## src/rtl/booth_mul_seq_r4.sv

```systemverilog
// booth_mul_seq_r4: iterative radix-4 Booth multiplier with valid/ready handshakes.
// One Booth digit is retired per clock through a single shared adder. Both operands
// are extended by two bits (sign or zero, per signed_i) so every multiply is signed.
module booth_mul_seq_r4 #(
    parameter int unsigned WIDTH = 64
) (
    input  logic               clk,
    input  logic               rst,
    input  logic               in_valid_i,
    output logic               in_ready_o,
    input  logic [WIDTH-1:0]   a_i,
    input  logic [WIDTH-1:0]   b_i,
    input  logic               signed_i,
    output logic               out_valid_o,
    input  logic               out_ready_i,
    output logic [2*WIDTH-1:0] result_o
);

    // Extended operand width, running high-part width, digit count and counter width.
    localparam int unsigned ExtW      = WIDTH + 2;
    localparam int unsigned AccW      = WIDTH + 4;
    localparam int unsigned NumDigits = WIDTH / 2 + 1;
    localparam int unsigned CntW      = $clog2(NumDigits);
    localparam logic [CntW-1:0] LastCnt = CntW'(NumDigits - 1);

    typedef enum logic [1:0] {
        StIdle,
        StCalc,
        StDone
    } state_e;

    state_e              r_state;
    logic [ExtW-1:0]     r_a;       // extended multiplicand
    logic [ExtW:0]       r_b;       // extended multiplier with implicit 0 below the LSB
    logic [AccW-1:0]     r_h;       // running high part, in units of 4^k
    logic [WIDTH-1:0]    r_l;       // retired low product bits, two per digit
    logic [CntW-1:0]     r_cnt;
    logic [2*WIDTH-1:0]  r_result;

    logic [ExtW-1:0]     w_a_ext;
    logic [ExtW-1:0]     w_b_ext;
    logic [2:0]          w_digit;
    logic                w_neg;
    logic                w_two;
    logic                w_zero;
    logic [AccW-1:0]     w_a1;
    logic [AccW-1:0]     w_a2;
    logic [AccW-1:0]     w_pp;
    logic [AccW-1:0]     w_addend;
    logic [AccW-1:0]     w_sum;
    logic [AccW-1:0]     w_h_next;
    logic [WIDTH-1:0]    w_l_next;

    // Unsigned mode zero-fills, signed mode sign-fills; both then multiply as signed.
    assign w_a_ext = {{2{signed_i & a_i[WIDTH-1]}}, a_i};
    assign w_b_ext = {{2{signed_i & b_i[WIDTH-1]}}, b_i};

    assign in_ready_o  = (r_state == StIdle);
    assign out_valid_o = (r_state == StDone);
    assign result_o    = r_result;

    // Booth digit decode, partial product selection and the shared add/shift step.
    always_comb begin
        w_digit  = r_b[2:0];
        w_zero   = (w_digit == 3'b000) || (w_digit == 3'b111);
        w_two    = (w_digit == 3'b011) || (w_digit == 3'b100);
        w_neg    = w_digit[2] && !(w_digit[1] && w_digit[0]);
        w_a1     = {{2{r_a[ExtW-1]}}, r_a};
        w_a2     = {r_a[ExtW-1], r_a, 1'b0};
        w_pp     = '0;
        if (!w_zero) begin
            w_pp = w_two ? w_a2 : w_a1;
        end
        // Negation as invert plus carry-in folded into the same adder.
        w_addend = w_neg ? ~w_pp : w_pp;
        w_sum    = r_h + w_addend + AccW'(w_neg);
        w_h_next = {{2{w_sum[AccW-1]}}, w_sum[AccW-1:2]};
        w_l_next = {w_sum[1:0], r_l[WIDTH-1:2]};
    end

    // Control FSM and datapath registers; rst discards any in-flight operation.
    always_ff @(posedge clk) begin
        if (rst) begin
            r_state  <= StIdle;
            r_a      <= '0;
            r_b      <= '0;
            r_h      <= '0;
            r_l      <= '0;
            r_cnt    <= '0;
            r_result <= '0;
        end else begin
            unique case (r_state)
                StIdle: begin
                    if (in_valid_i) begin
                        r_a     <= w_a_ext;
                        r_b     <= {w_b_ext, 1'b0};
                        r_h     <= '0;
                        r_l     <= '0;
                        r_cnt   <= '0;
                        r_state <= StCalc;
                    end
                end
                StCalc: begin
                    r_h   <= w_h_next;
                    r_l   <= w_l_next;
                    r_b   <= {2'b00, r_b[ExtW:2]};
                    r_cnt <= r_cnt + CntW'(1);
                    if (r_cnt == LastCnt) begin
                        // r_l holds exactly the first N-1 digit pairs at this point.
                        r_result <= {w_h_next[WIDTH-3:0], w_sum[1:0], r_l};
                        r_state  <= StDone;
                    end
                end
                StDone: begin
                    if (out_ready_i) begin
                        r_state <= StIdle;
                    end
                end
                default: begin
                    r_state <= StIdle;
                end
            endcase
        end
    end

endmodule
```

## config.mk

```make
export PLATFORM = sky130hd
export DESIGN_NAME = booth_mul_seq_r4
export DESIGN_NICKNAME = d
export VERILOG_FILES = /design/src/rtl/booth_mul_seq_r4.sv
export SDC_FILE = /design/constraint.sdc
export NUM_CORES = 1
export LEC_CHECK = 0
export ABC_AREA = 1
export CAP_MARGIN = 20
export CORE_MARGIN = 3
export CORE_UTILIZATION = 55
export CTS_CLUSTER_SIZE = 10
export DETAILED_ROUTE_END_ITERATION = 7
export GPL_TIMING_DRIVEN = 0
export PLACE_DENSITY = 0.79
export RECOVER_POWER = 25
export SETUP_SLACK_MARGIN = 0.5
export SLEW_MARGIN = 25
export SYNTH_ARGS = -nofsm -noshare
export SYNTH_HDL_FRONTEND = slang
export SYNTH_SLANG_ARGS = --single-unit
```

## constraint.sdc

```tcl
create_clock -name clk -period 4.3 [get_ports clk]
set_input_delay 1.075 -clock clk [delete_from_list [all_inputs] [get_ports clk]]
set_output_delay 1.075 -clock clk [all_outputs]
set_load 0.005 [all_outputs]
```

; ---- Yosys cells after proc, flatten, opt, wreduce, memory -nomap -nowiden
; Index checks and enable logic that the tools add are counted.
[totals]
input_bits = 133
reg_bits = 400
out_inout_bits = 130
[op_classes]
n_mux = 15
add_sub_neg = 3
eq_ne = 9
bitwise = 3
reduce_logical = 12
[ops]
columns = cell, n
row1 = 68-bit 2-to-1 mux, 3
row2 = 68-bit case mux with 2 select lines, 1
row3 = 67-bit case mux with 2 select lines, 1
row4 = 64-bit case mux with 2 select lines, 1
row5 = 68-bit by 1-bit adder with 68-bit output, 1
row6 = 68-bit adder, 1
row7 = 68-bit NOT, 1
row8 = 67-bit 2-to-1 mux, 1
row9 = 65-bit 2-to-1 mux, 1
row10 = 64-bit 2-to-1 mux, 1
row11 = 6-bit case mux with 2 select lines, 1
row12 = 6-bit by 1-bit adder with 6-bit output (second input constant), 1
row13 = 3-bit == test (second input constant), 2
row14 = 6-bit == test (second input constant), 1
row15 = 2-bit 2-to-1 mux, 3
row16 = 6-bit 2-to-1 mux, 1
row17 = 2-bit case mux with 3 select lines, 1
row18 = 2-bit AND reduction, 3
row19 = 2-bit != test (second input constant), 2
row20 = 3-bit by 2-bit == test with 1-bit output (second input constant), 1
row21 = 3-bit logical NOT, 1
row22 = 3-bit AND reduction, 1
row23 = 1-bit AND, 2
row24 = 2-bit by 1-bit == test with 1-bit output (second input constant), 1
row25 = other kinds (7), 9

; ---- Longest topological paths before layout
; Gate-level depths: netlist (run 1).
[depth]
depth_word = 9
ltp_mapped = 26
mapped_depth_nobuf = 25

; ---- Worst setup path before layout (run 1)
; Ideal clock, no wire load.
[synth_path]
path_kind = register -> register
from = register r_b[0]
to = register r_result[96] (netlist: result_o[96])
setup_slack_ns = 1.197
arrival_time_ns = 2.987
path_stages_with_launch = 18
t_required_ns = 4.184
path_cell_list = dfxtp_1 -> nand2_1 -> nand2_1 -> clkbuf_1 -> buf_1 -> o22ai_1 -> xor2_1 -> ha_1 -> a21oi_1 -> a21boi_0 -> o21ai_0 -> a21oi_1 -> nand2_1 -> or2_2 -> nand2_1 -> nand2_1 -> o211ai_1 -> inv_1
[synth_via]
elab_chain_cells = 8
elab_cells_between_ends = 15
classes_between = 2 x add/sub / 3 x eq/ne / 3 x mux / 1 x bitwise / 6 x reduce/logical
[synth_lines]
columns = item, line_no
row1 = start: declaration, 34  ; logic [ExtW:0] r_b;
row2 = start signal: assignment, 96  ; r_b <= {w_b_ext, 1'b0};
row3 = start signal: assignment, 106  ; r_b <= {2'b00, r_b[ExtW:2]};
row4 = 3-bit by 2-bit == test with 1-bit output or 3-bit == test (tied branches), 66  ; w_two = (w_digit == 3'b011) || (w_digit == 3'b100);
row5 = 1-bit logical OR, 66
row6 = 65-bit 2-to-1 mux, 72  ; w_pp = w_two ? w_a2 : w_a1;
row7 = 68-bit 2-to-1 mux, 71  ; if (!w_zero) begin
row8 = 68-bit NOT, 75  ; w_addend = w_neg ? ~w_pp : w_pp;
row9 = 68-bit 2-to-1 mux, 75
row10 = 68-bit adder, 76  ; w_sum = r_h + w_addend + AccW'(w_neg);
row11 = 68-bit by 1-bit adder with 68-bit output *, 76
row12 = end signal: assignment, 110  ; r_result <= {w_h_next[WIDTH-3:0], w_sum[1:0], r_l};
row13 = end: declaration, 38  ; logic [2*WIDTH-1:0] r_result;
; Mark *: on every way between the ends. The rest lies on a longest branch, timed or not.
; A chain may end at the register's enable or synchronous reset.

; ---- Worst setup path in the final report (run 1)
[layout_path]
from = register r_state[0]
to = register r_result[35] (netlist: result_o[35])
[layout_via]
elab_chain_cells = 2
[layout_lines]
columns = item, line_no
row1 = start: declaration, 32  ; state_e r_state;
row2 = start signal: assignment, 84  ; r_state <= StIdle;
row3 = start signal: assignment, 100  ; r_state <= StCalc;
row4 = start signal: assignment, 111  ; r_state <= StDone;
row5 = 2-bit by 1-bit == test with 1-bit output, 92  ; unique case (r_state)
row6 = 2-bit AND reduction (no source line), --
; No other way between the ends.

==> results.txt, run 1 <==
R2R depth = 9
Antenna Nets Post-Route = 0
P&R area growth vs syn = 23.93%
TritonCTS clock tree = done
Final Cell Area = 25340 µm²
share of cells above drive strength 1 = 6.503%
row cnt = 69
post-DP HPWL = 56080 µm
hold endpoint = r_b[6]$_SDFFE_PP0P_
final total power = 9.271 mW
Net Switching = 2.859 mW
CP Class = reg -> reg
Comb power frac = 20.1%
max_cap viols = 1
crit-path cells = inv_1, nor2_2, inv_2, nor2_1, inv_2, clkbuf_1, clkbuf_1, nand2_1, a21oi_1
IO buf count = 262
Chip Width = 198.8 µm
Yosys top cell area share = 38.87%
sequential fraction of the synthesis area = 38.87%
Synth cell types = 51
Post-Syn Area = 20450 µm²
failing checks = max-capacitance violations, max-slew violations
die height = 198.8 µm
total congestion overflow = 0
Pre-antenna DRT Iters = 5
Synth Instances = 2984
pwr dens = 365.9 nW/µm²
CP max stage cell = nor2_1
average size of a mapped cell = 6.852 µm²
WHS Path Cells = 2
Setup Skew = 23.63 ps
critical path endpoint category = register
Clock Latency Late Sink = 600 ps
WL/cell = 19.56 µm
Post-synth EDFFs = 0
worst reg2reg endpoint = result_o[35]$_SDFFE_PP0P_
CP Data Arrival Time = 4560 ps
CP max FO = 10
largest net degree at the start of global routing = 15
CP top delay family = simple AND/OR/NAND/NOR gates
Nets = 3499
Rel. slew slack = -21.51%
Synth area leaders = dfxtp_1, nand2_1, a21oi_1
root buffer cell = clkbuf_16
outcome = finished with violations
Reg2Reg Setup Slack = 190 ps
Ys Warns = 0
syn_nets = 3185
worst slack, placed = -907.6 ps
CTS Buf Count = 46
final critical-path share of the clock period = 95.50%
asr flop ratio synth = 0%
H-tree depth = 2
sw frac = 30.84%
minimum clock period = 4106 ps
max incr delay on CP = 1380 ps
vias after detailed routing = 21.53k
initial antenna violation count = 6
Post-DP Area = 23650 µm²
hold slack = 454.8 ps
Lkg Pwr = 10.78 nW
final slew viol count = 8
number of synthesized register bits = 397
first-pass GRT wire length = 112400 µm
# DRC = 0
fin util = 70.22%
CORE AREA = 36090 µm²
setup ws final = 193.6 ps
Clock Sinks = 397
CP Launch Type = register
Die ar. = 39530 µm²
Post-CTS Hold Buffers = 0
RSZ-0062 raised after global routing = yes
P_int = 6.412 mW
Worst Path Buf+Inv = 5
final WL = 73670 µm
Reg2Reg Launch Point = r_state[0]$_SDFFE_PP0P_
maximum clock insertion buffer count = 3
I/O pin cnt = 263
final hold vios = 0
Initial Util = 56.66%
Peak VDD IR = 0.0004055 V
# diodes = 0
sequential power share = 42.1%
vias in the first global route = 21.01k
Worst-Margin Slew = 1816 ps
ys flop type = dfxtp_1
Vias per Instance = 5.715
Peak Freq = 243.5 MHz
Hold/Removal Path Class = reg -> reg
Worst EP required = 4760 ps
Yosys top cell by area = dfxtp_1
Clock Pin Slew Worst Setup and Hold Paths = 60 ps
drt first-iter violations = 1590
share of total power in the clock network = 37.7%
gp weighted congestion = 0.9738
Hold Startpoint = r_b[6]$_SDFFE_PP0P_
gr usage total = 36.17%
Finish-stage setup viols = 0
[logic make-up after synthesis]
| kind of cell | Yosys count | share of synthesized area [%] |
|---|---|---|
| and+or+nand+nor | 1191 | 23.23 |
| DFF | 397 | 38.87 |
| adders and majority gates | 68 | 4.198 |
| buffers and inverters | 456 | 8.604 |
| AOI/OAI and AO/OA | 766 | 20.55 |
| xor gates and xnor gates | 106 | 4.540 |
[tightest hold or removal path: cells and delay by family, from the launching register on]
kind                   cells  cell delay, ps
flip-flops                 1             310
buffers and inverters      1              50
AO/OA/AOI/OAI              1              50
[sequential cells by signal, indices dropped and copies added, names as in the netlist]
name	count
r_state	2
r_a	65
r_cnt	6
result_o	128
r_h	66
r_b	66
r_l	64
[cell usage after synthesis (11+ instances only)]
library cell,n
o21a_1,13
nand2_2,18
a21oi_1,380
buf_1,12
o21ai_1,11
xor2_1,97
dfxtp_1,397
nand3_1,59
clkbuf_1,109
buf_2,28
a31oi_1,56
o21ai_0,183
inv_1,299
o21bai_1,13
nor3_1,14
nand2_1,787
ha_1,67
o22ai_1,58
o221ai_1,14
a21o_1,15
nor2_1,273
[power by group through the flow]
stage                     combinational (mW)  clock (mW)  sequential, mW
final                                   1.87        3.50            3.91
after global routing                    2.02        3.65            3.92
after CTS                               1.78        3.51            3.90
after detailed placement                1.74           0            3.98
after global placement                  1.71           0            3.97
after floorplan                         1.15           0            3.96
[how the worst max path moves through the flow]
stage                                  from                    endpoint  slack [ps]  depth (start not counted)
floorplan               r_b[0]$_SDFFE_PP0P_   result_o[96]$_SDFFE_PP0P_        1200                         17
global placement        r_b[0]$_SDFFE_PP0P_  result_o[104]$_SDFFE_PP0P_        -950                         19
detailed placement      r_b[0]$_SDFFE_PP0P_  result_o[104]$_SDFFE_PP0P_        -910                         19
CTS                     r_b[0]$_SDFFE_PP0P_  result_o[104]$_SDFFE_PP0P_         440                         22
global route        r_state[0]$_SDFFE_PP0P_   result_o[56]$_SDFFE_PP0P_         320                          9
finish              r_state[0]$_SDFFE_PP0P_   result_o[35]$_SDFFE_PP0P_         190                          9
[repair_timing]
item                                    in CTS  in global routing
pin swaps                                    0                  7
endpoints found under the setup margin     118                 69
gates resized for setup                     54                 91
setup buffers                                0                  4
[cells in the final DEF, fill, tap and decap left out, drive strengths merged, types with 2 or more instances in the layout]
cell | synthesis | routed
and3 | 2 | 2
o21a | 13 | 13
dlygate4sd3 | 0 | 129
nand4 | 9 | 9
ha | 67 | 67
nor3 | 14 | 14
clkbuf | 109 | 162
and2 | 2 | 2
o221ai | 14 | 14
dfxtp | 397 | 397
clkdlybuf4s50 | 0 | 133
a21oi | 383 | 383
a21o | 16 | 16
nand2 | 805 | 805
o22ai | 58 | 58
nand3b | 7 | 7
xor2 | 97 | 97
buf | 42 | 44
inv | 303 | 303
nand3 | 62 | 62
nor2 | 277 | 277
a21boi | 8 | 8
nor4 | 6 | 6
clkinv | 1 | 6
o21bai | 13 | 13
a221oi | 2 | 2
a31oi | 56 | 56
o211ai | 3 | 3
xnor2 | 9 | 9
o21ai | 194 | 194
a211oi | 2 | 2
or2 | 7 | 7
[final cells by class]
cell class | instances | area [µm²]
flip-flops and latches | 397 | 7948
fillers | 2912 | 10750
inverters | 304 | 1144
multi-input cells | 2131 | 11070
repair buffers | 266 | 2653
clock buffers | 51 | 1190
plain buffers | 152 | 678.2
well taps | 461 | 576.8
clock inverters | 5 | 86.33
[metrics by stage]
step | cells | TNS [ps]
after global placement | 3707 | -27460
final | 3767 | 0
after floorplan | 2984 | 0
after CTS | 3763 | 0
after global routing | 3767 | 0
after detailed placement | 3707 | -31740
[layer usage]
layer | track usage [%] | vias to the layer above | wire, µm
met4 | 18.38 | 12 | 3890
met1 | 43.09 | 10030 | 29190
met3 | 8.604 | 222 | 6203
met2 | 61.03 | 935 | 34310
met5 | 0 | - | 78
li1 | - | 10330 | -
No activity file was read; power rests on OpenSTA's default activity.
==> run 2, diff against run 1 <==
--- a/config.mk
+++ b/config.mk
@@ -5,14 +5,15 @@
 export SDC_FILE = /design/constraint.sdc
 export NUM_CORES = 1
 export LEC_CHECK = 0
-export ABC_AREA = 1
+export ABC_AREA = 0
+export ABC_CLOCK_PERIOD_IN_PS = 4300
 export CAP_MARGIN = 20
 export CORE_MARGIN = 3
 export CORE_UTILIZATION = 55
-export CTS_CLUSTER_SIZE = 10
+export CTS_CLUSTER_SIZE = 40
 export DETAILED_ROUTE_END_ITERATION = 7
 export GPL_TIMING_DRIVEN = 0
-export PLACE_DENSITY = 0.79
+export PLACE_DENSITY = 0.8
 export RECOVER_POWER = 25
 export SETUP_SLACK_MARGIN = 0.5
 export SLEW_MARGIN = 25
==> run 2 against run 1 <==
  * The flow now finishes without violations
  * Sequential power about the same
  * Register-to-register slack better by 60 ps
  * Largest power group is now clock
  * Non-clock buffer count up 129
  * Cell area up 3.8%
  * Highest routed layer is now met4
  * Die area down 4.7%
  * Via count down 3.4%
  * Power up 6.3%
  * First-iteration DRC count up 20%
==> results.txt, run 2 <==
outcome = complete, no violations (was finished with violations)
M1 GR Usage = 43.24% (was 43.09%)
Peak Freq = 247.2 MHz (was 243.5 MHz)
CP Launch Type = register (unchanged)
number of synthesized register bits = 397 (unchanged)
sequential fraction of the synthesis area = 40.86% (was 38.87%)
placed insts = 3236 (was 3707)
asr flop ratio synth = 0% (unchanged)
setup ws final = 255.4 ps (was 193.6 ps)
area of the multi-input gates = 11650 µm² (was 11070 µm²)
vias in the first global route = 19.34k (was 21.01k)
sw frac = 28.28% (was 30.84%)
ys flop type = dfxtp_1 (unchanged)
Worst-Margin Slew = 950.6 ps (was 1816 ps)
max_cap viols = 0 (was 1)
gp weighted congestion = 0.9749 (was 0.9738)
Rel. slew slack = 36.63% (was -21.51%)
Pre-antenna DRT Iters = 6 (was 5)
Yosys top cell by area = dfxtp_1 (unchanged)
Chip Width = 194.1 µm (was 198.8 µm)
Nets = 3110 (was 3499)
Post-synth EDFFs = 0 (unchanged)
Comb power frac = 19.2% (was 20.1%)
most common cell after layout, fill and taps aside = nand2_1 (unchanged)
Clock Pin Slew Worst Setup and Hold Paths = 60 ps (about the same)
R2R depth = 18 (was 9)
Lkg Pwr = 9.936 nW (was 10.78 nW)
final slew viol count = 0 (was 8)
Finish-stage setup viols = 0 (unchanged)
I/O pin cnt = 263 (unchanged)
vias after detailed routing = 20.80k (was 21.53k)
Vias per Instance = 6.116 (was 5.715)
root buffer cell = clkbuf_16 (unchanged)
Antenna Nets Post-Route = 0 (unchanged)
Peak VDD IR = 0.0003661 V (was 0.0004055 V)
total congestion overflow = 0 (unchanged)
H-tree depth = 2 (unchanged)
Synth cell types = 67 (was 51)
Filler cells = 2613 (was 2912)
CP Class = reg -> reg (unchanged)
CP max FO = 4 (was 10)
Post-DP Area = 22680 µm² (was 23650 µm²)
Post-Syn Area = 19450 µm² (was 20450 µm²)
GR Layer Usage met2 = 54.85% (was 61.03%)
IO buf count = 262 (unchanged)
sequential power share = 39.8% (was 42.1%)
final WL = 68860 µm (was 73670 µm)
pwr dens = 374.6 nW/µm² (was 365.9 nW/µm²)
# DRC = 0 (unchanged)
Worst EP required = 4740 ps (was 4760 ps)
Layout Cells excl Fill = 3400 (was 3767)
met3 Track Usage GR = 6.759% (was 8.604%)
Setup Skew = 23.93 ps (was 23.63 ps)
CTS Buf Count = 41 (was 46)
Initial Util = 56.04% (was 56.66%)
Clock Latency Late Sink = 570 ps (was 600 ps)
first-pass GRT wire length = 103600 µm (was 112400 µm)
maximum clock insertion buffer count = 3 (unchanged)
Net Switching = 2.786 mW (was 2.859 mW)
Clock Sinks = 397 (unchanged)
die height = 194.1 µm (was 198.8 µm)
average size of a mapped cell = 7.722 µm² (was 6.852 µm²)
crit-path cells = xnor2_4, buf_6, buf_8, o22ai_2, a21o_1, inv_1, fa_2, nand2b_4, a21oi_4, o2111ai_4, a2111o_1, a21oi_4, a31oi_4, buf_12, o22ai_4, o2111ai_2, a21o_1, a32o_1 (was inv_1, nor2_2, inv_2, nor2_1, inv_2, clkbuf_1, clkbuf_1, nand2_1, a21oi_1)
Synth area leaders = dfxtp_1, nand2_1, a21oi_1 (unchanged)
CORE AREA = 34710 µm² (was 36090 µm²)
Hold/Removal Path Class = reg -> reg (unchanged)
most frequent cells in the layout = nand2_1, dfxtp_1, a21oi_1, clkdlybuf4s50_1, clkbuf_1 (was nand2_1, dfxtp_1, a21oi_1, inv_1, nor2_1)
Post-CTS Hold Buffers = 0 (unchanged)
gr usage total = 33.51% (was 36.17%)
largest net degree at the start of global routing = 15 (unchanged)
setup_tns = 0 ps (unchanged)
initial antenna violation count = 2 (was 6)
share of cells above drive strength 1 = 12.71% (was 6.503%)
drt first-iter violations = 1915 (was 1590)
P_int = 7.065 mW (was 6.412 mW)
WHS Path Cells = 2 (unchanged)
most common cell in the netlist = nand2_1 (unchanged)
max incr delay on CP = 520 ps (was 1380 ps)
CP max stage cell = a2111o_1 (was nor2_1)
Final Cell Area = 26300 µm² (was 25340 µm²)
Die ar. = 37660 µm² (was 39530 µm²)
share of total power in the clock network = 41.1% (was 37.7%)
P&R area growth vs syn = 35.20% (was 23.93%)
final hold vios = 0 (unchanged)
WL/cell = 20.25 µm (was 19.56 µm)
CP Data Arrival Time = 4490 ps (was 4560 ps)
final critical-path share of the clock period = 94.06% (was 95.50%)
Yosys top cell area share = 40.86% (was 38.87%)
TritonCTS clock tree = done (unchanged)
syn_nets = 2720 (was 3185)
max FFs per register = 128 (unchanged)
critical path endpoint category = register (unchanged)
Most Crowded Layer GR = met2 (unchanged)
minimum clock period = 4045 ps (was 4106 ps)
worst slack, placed = -1089 ps (was -907.6 ps)
register area = 7956 µm² (was 7948 µm²)
Commonest cells post-synth = nand2_1, a21oi_1, dfxtp_1, clkbuf_1, nor2_1 (was nand2_1, dfxtp_1, a21oi_1, inv_1, nor2_1)
RSZ-0062 raised after global routing = yes (unchanged)
row cnt = 68 (was 69)
post-DP HPWL = 48130 µm (was 56080 µm)
Synth Instances = 2519 (was 2984)
Ys Warns = 0 (unchanged)
run 2: metal layers:
metal	vias up	wire, µm
met3	217	6027
met4	0	3379
met5	-	0
met1	9934	27650
met2	1017	31800
li1	9628	-
run 2: critical path: cells and delay by family (launching register included):
family                   cells  cell delay (ps)
AO/OA/AOI/OAI               11             2340
buffers and inverters        4              500
AND/OR/NAND/NOR              1              170
adder cells (fa/ha/maj)      1              360
XOR/XNOR                     1              170
flip-flops                   1              390
run 2: power groups by stage:
stage / logic (mW) / registers [mW] / clock network, mW
final: 1.89 / 3.92 / 4.05
after global routing: 2.01 / 3.93 / 4.20
after CTS: 1.69 / 3.91 / 4.07
after detailed placement: 1.50 / 3.98 / 0
after global placement: 1.47 / 3.98 / 0
after floorplan: 1.02 / 3.95 / 0
run 2: path summary, 6_finish.rpt:
| kind | from | slack [ps] | end |
|---|---|---|---|
| hold reg to reg | result_o[99]$_SDFFE_PP0P_ | 450 | result_o[99]$_SDFFE_PP0P_ |
| setup reg to reg | r_b[0]$_SDFFE_PP0P_ | 260 | r_h[62]$_SDFFE_PP0P_ |
| hold / removal | result_o[99]$_SDFFE_PP0P_ | 450 | result_o[99]$_SDFFE_PP0P_ |
| setup / recovery | r_b[0]$_SDFFE_PP0P_ | 260 | r_h[62]$_SDFFE_PP0P_ |
run 2: what timing repair did:
action	in CTS	in global routing
resized for setup	167	167
pin swaps	45	70
endpoints found under the hold margin	0	0
setup endpoints to repair	97	74
setup buffers	49	32
cloned	3	0
run 2: cell families (layout without fill, tap and decap cells):
| kind of cell | after synthesis | after routing | synth area share (%) |
|---|---|---|---|
| and+or+nand+nor | 932 | 932 | 20.07 |
| AOI/OAI and AO/OA | 768 | 768 | 24.49 |
| DFF | 397 | 397 | 40.86 |
| buffers and inverters | 226 | 649 | 4.393 |
| xor gates and xnor gates | 127 | 127 | 5.718 |
| adders and majority gates | 68 | 68 | 4.412 |
| muxes | 1 | 1 | 0.05146 |
| other | 0 | 3 | 0 |
run 2: stage by stage:
step	hold WS (ps)	utilization, %	power (mW)
floorplan	431.5	-	4.976
global placement	442.3	65.32	5.450
detailed placement	446.1	65.33	5.479
CTS	454.3	73.06	9.662
global route	468.7	75.75	10.14
finish	451.4	75.76	9.851
run 2: final cells by class:
type                            count  share of cell area (%)
Antenna cell                        3                 0.02854
Buffer                            200                   4.134
Clock buffer                       60                   4.705
Clock inverter                     16                   1.175
Inverter                           26                  0.3711
Multi-Input combinational cell   1896                   44.29
Sequential cell                   397                   30.25
Tap cell                          455                   2.165
Timing Repair Buffer              347                   12.88
==> run 3, diff against run 2 <==
--- a/config.mk
+++ b/config.mk
@@ -8,7 +8,6 @@
 export ABC_AREA = 0
 export ABC_CLOCK_PERIOD_IN_PS = 4300
 export CAP_MARGIN = 20
-export CORE_MARGIN = 3
 export CORE_UTILIZATION = 55
 export CTS_CLUSTER_SIZE = 40
 export DETAILED_ROUTE_END_ITERATION = 7
==> run 3 against run 2 <==
  * Fmax hardly changed
  * Core utilization grew 1.7 points
  * Die area down 4.1%
  * Wire length up 3.3%
  * Clock skew fell by 5.0 ps
  * Clock power down 8.4%
  * Sequential cell count stayed put
  * Cell area rose by 2.2%
  * Sequential power barely moved
  * Register-to-register slack about the same
  * Cell count grew 0.79%
  * Clock-buffer cell count up 4
  * Largest cell class unchanged
==> results.txt, run 3 (synthesis gave the netlist of run 2 again) <==
Hold Startpoint = result_o[22]$_SDFFE_PP0P_ (was result_o[99]$_SDFFE_PP0P_)
Vias per Instance = 6.110 (was 6.116)
Final Cell Area = 26880 µm² (was 26300 µm²)
drt first-iter violations = 1960 (was 1915)
H-tree depth = 2 (unchanged)
WL/cell = 20.76 µm (was 20.25 µm)
vias in the first global route = 19.43k (was 19.34k)
final critical-path share of the clock period = 93.98% (was 94.06%)
Setup Skew = 18.92 ps (was 23.93 ps)
gr usage total = 37.04% (was 33.51%)
final WL = 71130 µm (was 68860 µm)
final slew viol count = 0 (unchanged)
fin util = 77.45% (was 75.76%)
CP max FO = 7 (was 4)
Peak VDD IR = 0.0003822 V (was 0.0003661 V)
critical path endpoint category = register (unchanged)
Worst-Margin Slew = 1115 ps (was 950.6 ps)
Antenna Nets Post-Route = 0 (unchanged)
most common cell after layout, fill and taps aside = nand2_1 (unchanged)
Finish-stage setup viols = 0 (unchanged)
Clock Latency Late Sink = 590 ps (was 570 ps)
Rel. slew slack = 25.68% (was 36.63%)
total congestion overflow = 0 (unchanged)
outcome = complete, no violations (unchanged)
Nets = 3141 (was 3110)
Initial Util = 56.04% (unchanged)
Lkg Pwr = 10.15 nW (was 9.936 nW)
CTS Buf Count = 43 (was 41)
final hold vios = 0 (unchanged)
Clock Sinks = 397 (unchanged)
Filler cells = 2529 (was 2613)
CORE AREA = 34710 µm² (unchanged)
final total power = 9.695 mW (was 9.851 mW)
gp weighted congestion = 0.9586 (was 0.9749)
vias after detailed routing = 20.94k (was 20.80k)
post-DP HPWL = 49390 µm (was 48130 µm)
IO buf count = 262 (unchanged)
Reg2Reg Setup Slack = 260 ps (about the same)
Peak Freq = 247.5 MHz (was 247.2 MHz)
Post-DP Area = 22690 µm² (was 22680 µm²)
die height = 190.1 µm (was 194.1 µm)
hold slack = 448.5 ps (was 451.4 ps)
Chip Width = 190.1 µm (was 194.1 µm)
Hold/Removal Path Class = reg -> reg (unchanged)
pwr dens = 360.6 nW/µm² (was 374.6 nW/µm²)
# DRC = 0 (unchanged)
first-pass GRT wire length = 105200 µm (was 103600 µm)
CP startpoint = r_b[0]$_SDFFE_PP0P_ (unchanged)
Clock Pin Slew Worst Setup and Hold Paths = 60 ps (about the same)
CP Data Arrival Time = 4540 ps (was 4490 ps)
Die ar. = 36120 µm² (was 37660 µm²)
TritonCTS clock tree = done (unchanged)
most frequent cells in the layout = nand2_1, dfxtp_1, a21oi_1, clkbuf_1, clkdlybuf4s50_1 (was nand2_1, dfxtp_1, a21oi_1, clkdlybuf4s50_1, clkbuf_1)
setup_tns = 0 ps (unchanged)
minimum clock period = 4041 ps (was 4045 ps)
CP Launch Type = register (unchanged)
max FFs per register = 128 (unchanged)
largest net degree at the start of global routing = 14 (was 15)
I/O pin cnt = 263 (unchanged)
Pre-antenna DRT Iters = 6 (unchanged)
row cnt = 68 (unchanged)
root buffer cell = clkbuf_16 (unchanged)
Post-CTS Hold Buffers = 0 (unchanged)
initial antenna violation count = 1 (was 2)
share of cells above drive strength 1 = 14.47% (was 12.71%)
maximum clock insertion buffer count = 3 (unchanged)
max_cap viols = 0 (unchanged)
register area = 7956 µm² (unchanged)
P&R area growth vs syn = 38.21% (was 35.20%)
Reg2Reg Launch Point = r_b[0]$_SDFFE_PP0P_ (unchanged)
Worst EP required = 4800 ps (was 4740 ps)
RSZ-0062 raised after global routing = yes (unchanged)
area of the multi-input gates = 12060 µm² (was 11650 µm²)
# diodes = 0 (was 3)
CP Class = reg -> reg (unchanged)
run 3: cell count changes in the layout (fill, tap and decap cells not counted), moves of 9 or more:
| cell | change |
|---|---|
| xnor2_1 | -10 |
| clkbuf_8 | -9 |
| ha_1 | -10 |
| buf_4 | +28 |
| buf_6 | +9 |
run 3: report_power, final:
part	switching [mW]	total, mW	internal, mW
sequential	0.120	3.93	3.80
clock	1.59	3.71	2.13
combinational	1.18	2.06	0.881
run 3: per-stage QoR:
| stage | setup WS [ps] | cells |
|---|---|---|
| 6_report | 258.8 | 3427 |
| 5_1_grt | 201.0 | 3427 |
| 4_1_cts | 383.2 | 3371 |
| 3_5_place_dp | -1094 | 3236 |
| 3_3_place_gp | -1375 | 3236 |
| 2_1_floorplan | 480.4 | 2519 |
run 3: worst paths after layout:
| path | endpoint | depth (start not counted) |
|---|---|---|
| hold / removal | result_o[22]$_SDFFE_PP0P_ | 2 |
| setup / recovery | result_o[125]$_SDFFE_PP0P_ | 16 |
| hold reg to reg | result_o[22]$_SDFFE_PP0P_ | 2 |
| setup reg to reg | result_o[125]$_SDFFE_PP0P_ | 16 |
run 3: critical path, cell delays in order (launching register included):
cell	delay [ps]
dfxtp_4	390
xnor2_4	220
clkbuf_16	210
buf_8	130
o221ai_4	110
ha_4	290
buf_6	110
nand4_1	120
buf_6	150
nor3_2	140
or4b_4	500
a211oi_4	370
a31o_4	240
a41oi_2	130
a21o_1	220
or4_1	470
a31oi_1	130
run 3: cell type report:
type                    instances  share of cell area, %
flip-flops and latches        397                  29.59
clock buffers                  64                  4.593
multi-input cells            1896                  44.85
clock inverters                13                 0.6190
repair buffers                376                  13.59
well taps                     455                  2.118
plain buffers                 200                  4.258
inverters                      26                 0.3723
run 3: per-layer routing:
layer / vias to the layer above / wire, µm / GRT usage [%]
met3: 196 / 6128 / 6.272
met5: - / 11 / 0
li1: 9667 / - / -
met1: 10020 / 28550 / 47.44
met2: 1059 / 33270 / 61.44
met4: 2 / 3162 / 15.48
run 3: repair_timing:
item | in CTS | in global routing
buffers inserted | 55 | 54
resized for setup | 202 | 226
setup endpoints to repair | 98 | 71
pin swaps | 53 | 99
cloned | 3 | 2
